**config.mk**
```make
export PLATFORM = sky130hd
export DESIGN_NAME = multicycle_ctrl
export DESIGN_NICKNAME = d
export VERILOG_FILES = /design/src/rtl/multicycle_ctrl.sv
export SDC_FILE = /design/constraint.sdc
export NUM_CORES = 1
export LEC_CHECK = 0
export ABC_AREA = 0
export CAP_MARGIN = 10
export CORE_ASPECT_RATIO = 1.1
export CORE_MARGIN = 3
export CORE_UTILIZATION = 53
export CTS_BUF_LIST = sky130_fd_sc_hd__clkbuf_16
export CTS_CLUSTER_SIZE = 40
export DETAILED_ROUTE_END_ITERATION = 8
export GPL_TIMING_DRIVEN = 0
export PLACE_DENSITY = 0.85
export SLEW_MARGIN = 0
export SYNTH_ARGS = -nofsm -noshare
export SYNTH_HDL_FRONTEND = slang
export SYNTH_SLANG_ARGS = --single-unit
```
**constraint.sdc**
```tcl
create_clock -name clk_i -period 6.1 [get_ports clk_i]
set_input_delay 1.83 -clock clk_i [delete_from_list [all_inputs] [get_ports clk_i]]
set_output_delay 1.83 -clock clk_i [all_outputs]
set_load 0.005 [all_outputs]
```
**src/rtl/multicycle_ctrl.sv**
```systemverilog
// multicycle_ctrl: Moore sequencer for the multi-cycle MIPS datapath.
// Steps each instruction through FETCH/DECODE/EXEC/MEM/WB, drives every
// datapath enable/select and counts retired instructions.
// Optional build macro MEM_WAIT_EN: FETCH, MEMRD and MEMWR stall on
// mem_ready_i=0; without it mem_ready_i is ignored.
//
// state  | code | meaning
// FETCH  | 0    | read instruction, load IR, PC <= PC+4
// DECODE | 1    | branch target into ALUOut, dispatch on opcode
// MEMADR | 2    | effective address for lw/sw
// MEMRD  | 3    | data memory read
// MEMWB  | 4    | load result into register file
// MEMWR  | 5    | data memory write
// REXE   | 6    | R-type ALU operation
// ALUWB  | 7    | ALU result into register file
// BEQ    | 8    | compare and conditional PC load
// IEXE   | 9    | immediate ALU operation (addi/slti)
// JUMP   | 10   | PC <= jump target
// JAL    | 11   | PC <= jump target, $31 <= PC

module multicycle_ctrl #(
  parameter int CNT_W = 32
) (
  input  logic             clk_i,
  input  logic             rst_i,
  input  logic [5:0]       instr_op_i,
  input  logic             mem_ready_i,
  output logic             PCWrite_o,
  output logic             PCWriteCond_o,
  output logic             IorD_o,
  output logic             MemRead_o,
  output logic             MemWrite_o,
  output logic             IRWrite_o,
  output logic             MemtoReg_o,
  output logic             RegDst_o,
  output logic             RegWrite_o,
  output logic             Jal_o,
  output logic             ALUSrcA_o,
  output logic [1:0]       ALUSrcB_o,
  output logic [2:0]       ALU_op_o,
  output logic [1:0]       PCSource_o,
  output logic [3:0]       state_o,
  output logic             illegal_o,
  output logic [CNT_W-1:0] retire_cnt_o
);

  typedef enum logic [3:0] {
    S_FETCH  = 4'd0,
    S_DECODE = 4'd1,
    S_MEMADR = 4'd2,
    S_MEMRD  = 4'd3,
    S_MEMWB  = 4'd4,
    S_MEMWR  = 4'd5,
    S_REXE   = 4'd6,
    S_ALUWB  = 4'd7,
    S_BEQ    = 4'd8,
    S_IEXE   = 4'd9,
    S_JUMP   = 4'd10,
    S_JAL    = 4'd11
  } state_t;

  typedef struct packed {
    logic       pc_write;
    logic       pc_write_cond;
    logic       iord;
    logic       mem_read;
    logic       mem_write;
    logic       ir_write;
    logic       mem_to_reg;
    logic       reg_dst;
    logic       reg_write;
    logic       jal;
    logic       alu_src_a;
    logic [1:0] alu_src_b;
    logic [2:0] alu_op;
    logic [1:0] pc_source;
  } ctrl_t;

  localparam logic [5:0] OP_R    = 6'd0;
  localparam logic [5:0] OP_J    = 6'd2;
  localparam logic [5:0] OP_JAL  = 6'd3;
  localparam logic [5:0] OP_BEQ  = 6'd4;
  localparam logic [5:0] OP_ADDI = 6'd8;
  localparam logic [5:0] OP_SLTI = 6'd10;
  localparam logic [5:0] OP_LW   = 6'd35;
  localparam logic [5:0] OP_SW   = 6'd43;

  state_t           state;
  state_t           state_nxt;
  ctrl_t            ctrl_q;
  logic             retire;
  logic             mem_ok;
  logic             fetch_gate;
  logic [CNT_W-1:0] retire_cnt;

`ifdef MEM_WAIT_EN
  assign mem_ok = mem_ready_i;
`else
  logic unused_mem_ready;
  assign unused_mem_ready = mem_ready_i;
  assign mem_ok           = 1'b1;
`endif

  // Control word for a state. The opcode only matters in IEXE (slti vs addi)
  // and ALUWB (rd vs rt); the IR holds it stable through both.
  function automatic ctrl_t decode(state_t s, logic [5:0] op);
    ctrl_t d;
    d = '0;
    case (s)
      S_FETCH: begin
        d.mem_read  = 1'b1;
        d.ir_write  = 1'b1;
        d.alu_src_b = 2'b01;
        d.alu_op    = 3'b010;
        d.pc_write  = 1'b1;
      end
      S_DECODE: begin
        d.alu_src_b = 2'b11;
        d.alu_op    = 3'b010;
      end
      S_MEMADR: begin
        d.alu_src_a = 1'b1;
        d.alu_src_b = 2'b10;
        d.alu_op    = 3'b010;
      end
      S_MEMRD: begin
        d.mem_read = 1'b1;
        d.iord     = 1'b1;
      end
      S_MEMWB: begin
        d.reg_write  = 1'b1;
        d.mem_to_reg = 1'b1;
      end
      S_MEMWR: begin
        d.mem_write = 1'b1;
        d.iord      = 1'b1;
      end
      S_REXE: begin
        d.alu_src_a = 1'b1;
        d.alu_op    = 3'b000;
      end
      S_IEXE: begin
        d.alu_src_a = 1'b1;
        d.alu_src_b = 2'b10;
        d.alu_op    = (op == OP_SLTI) ? 3'b111 : 3'b010;
      end
      S_ALUWB: begin
        d.reg_write = 1'b1;
        d.reg_dst   = (op == OP_R);
      end
      S_BEQ: begin
        d.alu_src_a     = 1'b1;
        d.alu_op        = 3'b110;
        d.pc_write_cond = 1'b1;
        d.pc_source     = 2'b01;
      end
      S_JUMP: begin
        d.pc_write  = 1'b1;
        d.pc_source = 2'b10;
      end
      S_JAL: begin
        d.pc_write  = 1'b1;
        d.pc_source = 2'b10;
        d.reg_write = 1'b1;
        d.jal       = 1'b1;
      end
      default: d = '0;
    endcase
    return d;
  endfunction

  // Next-state and retire decision from the current state and opcode.
  always_comb begin
    state_nxt = state;
    retire    = 1'b0;
    case (state)
      S_FETCH:  if (mem_ok) state_nxt = S_DECODE;
      S_DECODE: begin
        case (instr_op_i)
          OP_LW, OP_SW:     state_nxt = S_MEMADR;
          OP_R:             state_nxt = S_REXE;
          OP_BEQ:           state_nxt = S_BEQ;
          OP_ADDI, OP_SLTI: state_nxt = S_IEXE;
          OP_J:             state_nxt = S_JUMP;
          OP_JAL:           state_nxt = S_JAL;
          default:          state_nxt = S_FETCH;
        endcase
      end
      S_MEMADR: state_nxt = (instr_op_i == OP_SW) ? S_MEMWR : S_MEMRD;
      S_MEMRD:  if (mem_ok) state_nxt = S_MEMWB;
      S_MEMWB: begin
        state_nxt = S_FETCH;
        retire    = 1'b1;
      end
      S_MEMWR: begin
        if (mem_ok) begin
          state_nxt = S_FETCH;
          retire    = 1'b1;
        end
      end
      S_REXE, S_IEXE: state_nxt = S_ALUWB;
      S_ALUWB, S_BEQ, S_JUMP, S_JAL: begin
        state_nxt = S_FETCH;
        retire    = 1'b1;
      end
      default: state_nxt = S_FETCH;
    endcase
  end

  // State, registered control word and retire counter; reset wins over all.
  always_ff @(posedge clk_i) begin
    if (!rst_i) begin
      state      <= S_FETCH;
      ctrl_q     <= decode(S_FETCH, instr_op_i);
      retire_cnt <= '0;
    end else begin
      state  <= state_nxt;
      ctrl_q <= decode(state_nxt, instr_op_i);
      if (retire) retire_cnt <= retire_cnt + CNT_W'(1);
    end
  end

  // IR/PC loads in FETCH wait for the memory; other states are unaffected.
  always_comb begin
    fetch_gate    = mem_ok | (state != S_FETCH);
    PCWrite_o     = ctrl_q.pc_write & fetch_gate;
    IRWrite_o     = ctrl_q.ir_write & fetch_gate;
    PCWriteCond_o = ctrl_q.pc_write_cond;
    IorD_o        = ctrl_q.iord;
    MemRead_o     = ctrl_q.mem_read;
    MemWrite_o    = ctrl_q.mem_write;
    MemtoReg_o    = ctrl_q.mem_to_reg;
    RegDst_o      = ctrl_q.reg_dst;
    RegWrite_o    = ctrl_q.reg_write;
    Jal_o         = ctrl_q.jal;
    ALUSrcA_o     = ctrl_q.alu_src_a;
    ALUSrcB_o     = ctrl_q.alu_src_b;
    ALU_op_o      = ctrl_q.alu_op;
    PCSource_o    = ctrl_q.pc_source;
    state_o       = state;
    retire_cnt_o  = retire_cnt;
    illegal_o     = 1'b0;
    if (state == S_DECODE) begin
      case (instr_op_i)
        OP_R, OP_J, OP_JAL, OP_BEQ, OP_ADDI, OP_SLTI, OP_LW, OP_SW: illegal_o = 1'b0;
        default: illegal_o = 1'b1;
      endcase
    end
  end

endmodule
```
==> metrics <==
status=completed; max_cap viols=0; Ys Warns=0; final core utilization=74.8%; sequential element share of the synthesized area=41.8%; DRT Wirelength=6260 um; #FFs+latches synth=53; VDD IR-drop max=131 uV; period utilization=91.9%; initial DRC count=171; final setup TNS=0 ns; Detail Route Antenna Nets=0; post_cts resized=0; Skew-Pair Late Insertion Delay=0.29 ns; final net count=373; Syn Inst Count=297; die footprint=5660 um^2; final hold violations=0; average size of a mapped cell=8.56 um^2; cts hold-fix bufs=0; clk_skew=0.0101 ns; Detail Placement HPWL=4520 um; Fmax achieved=178 MHz; Post-route DRC=0; CTS Sinks=53; EDFF count, synth=0; Max clock buf depth=2; minimum clock period=5.60 ns; met3 Resource Use GR=3.84%; Setup crit start kind=input pin; Synth area leader=dfxtp_1; GPL Wtd Cong=0.897; number of port buffers=59; # IOs=64; Pleak=1.11 nW; routed len/inst=15.0 um; CP arrival=3.77 ns; endpoint type of the worst setup path=primary output; Die X=72.0 um; Vias/cell=5.86; worst slew pin tran=0.594 ns; FP Rows=25; vias in the first global route=2310; GRT Max-Usage Layer=met2; GRT Util Overall=23.1%; die height=78.6 um; syn nets=307; met1 Usage GRT=27.9%; first-pass GRT wire length=10700 um; clock root cell=clkbuf_16; core box area=4470 um^2; P per Cell Area=205 nW/um^2; number of detailed-route iterations in the first pass=4; crit path max fanout=8; Critical Path RT=4.27 ns; Reg clk slew, reported paths=0.07 ns; Synth area leaders=dfxtp_1, xnor2_1, nor2_1; GR Overflow Total=0; Slew headroom=59.4%; Syn-to-layout area delta=31.7%; met2 Resource Use GR=40.9%; fraction of layout cells with a size suffix above 1=9.34%; largest net degree at the start of global routing=18; initial antenna violation count=0; ANT cells=0; TritonCTS buffer count=5; Primary FF master, synth=dfxtp_1; Final Setup Violations=0; synthesized area=2540 um^2; HP Class=register to register; H-tree depth=2; Async SR Flop Fraction=0%; CTS tree=yes; Yosys cell types=57; initial core utilization=56.8%; Pins Over Slew Limit=0; DR vias=2451; kind of critical path=input pin to primary output; Yosys top cell area share=41.8%; unrepaired setup endpoints after global routing=false; Post-CTS Setup Bufs=0
## stage by stage
stage	hold slack, ns	cells	power, mW	worst slack (ns)	area (um^2)
2_1_floorplan	0.470	297	0.389	1.53	2540
3_3_place_gp	0.475	410	0.409	0.533	3200
3_5_place_dp	0.482	410	0.411	0.520	3200
4_1_cts	0.501	418	0.687	0.503	3350
5_1_grt	0.525	418	0.707	0.441	3350
6_report	0.500	418	0.685	0.496	3350
## cell usage in the layout, fill, tap and decap left out, drive strengths merged, types with 6 or more instances in the layout
cell            n
o21ai          17
nand2          22
inv            14
buf            12
a2111oi         8
dfxtp          53
xnor2          19
a211oi         12
a21oi          17
nand2b          6
clkbuf         13
clkdlybuf4s50  59
nor2           29
nand3          15
nor3            6
or3            11
## power by group
group	leakage (nW)	switching (mW)	internal (mW)
Sequential	0.429	0.00170	0.350
Combinational	0.607	0.0278	0.0234
Clock	0.0702	0.129	0.153
Total	1.11	0.159	0.527
## flip-flops by register name, indices dropped and copies added, names as in the netlist
signal and flops:
retire_cnt_o 32, state_o 4, ALU_op_o 3, ALUSrcB_o 2, ALUSrcA_o 1, IRWrite_o 1, IorD_o 1, Jal_o 1
MemRead_o 1, MemWrite_o 1, MemtoReg_o 1, PCSource_o 1, PCWriteCond_o 1, PCWrite_o 1, RegDst_o 1, RegWrite_o 1
## cells in the mapped netlist, drive strengths merged, types with 3 or more instances
library cell / number
nand2b: 6
nor2: 29
nor3: 6
or3: 11
o21ai: 17
nor3b: 3
a211oi: 12
nand2: 22
or2: 3
xnor2: 19
nand3: 15
buf: 12
clkbuf: 8
and4: 3
a21oi: 17
dfxtp: 53
a2111oi: 8
inv: 13
nor2b: 3
## layout make-up
type                       count  area, um^2
fill                         348        1130
multi-input combinational    210        1310
buffer                        20         114
clock buffer                   5         125
tap                           54        67.6
sequential                    53        1060
clock inverter                 3        21.3
timing repair buffer          59         591
inverter                      14        52.6
## worst paths after layout
check | start | end | slack [ns] | depth (start not counted)
max reg2reg | state_o[0]$_SDFF_PN0_ | retire_cnt_o[2]$_SDFFE_PN0P_ | 3.99 | 8
min | retire_cnt_o[31]$_SDFFE_PN0P_ | retire_cnt_o[31]$_SDFFE_PN0P_ | 0.50 | 2
max | instr_op_i[5] | illegal_o | 0.50 | 5
min reg2reg | retire_cnt_o[31]$_SDFFE_PN0P_ | retire_cnt_o[31]$_SDFFE_PN0P_ | 0.50 | 2
## logic make-up after synthesis
group / synth area share [%]
adders and majority gates: 0.492
DFF: 41.8
and+or+nand+nor: 25.5
AOI/OAI and AO/OA: 19.2
buffers and inverters: 6.55
xor gates and xnor gates: 6.55
## routing by layer
| metal | up-vias | share of wire, % |
|---|---|---|
| met3 | 17 | 5.1 |
| met2 | 87 | 49 |
| met5 | - | 0 |
| met4 | 0 | 2.1 |
| li1 | 1198 | - |
| met1 | 1149 | 43 |
## worst max-delay path: stages
cell	delay, ns
clkdlybuf4s50_1	0.64
nand3_1	0.16
or4b_4	0.55
o2111a_1	0.15
clkdlybuf4s50_1	0.45
Power figures use the tool's default switching activity.
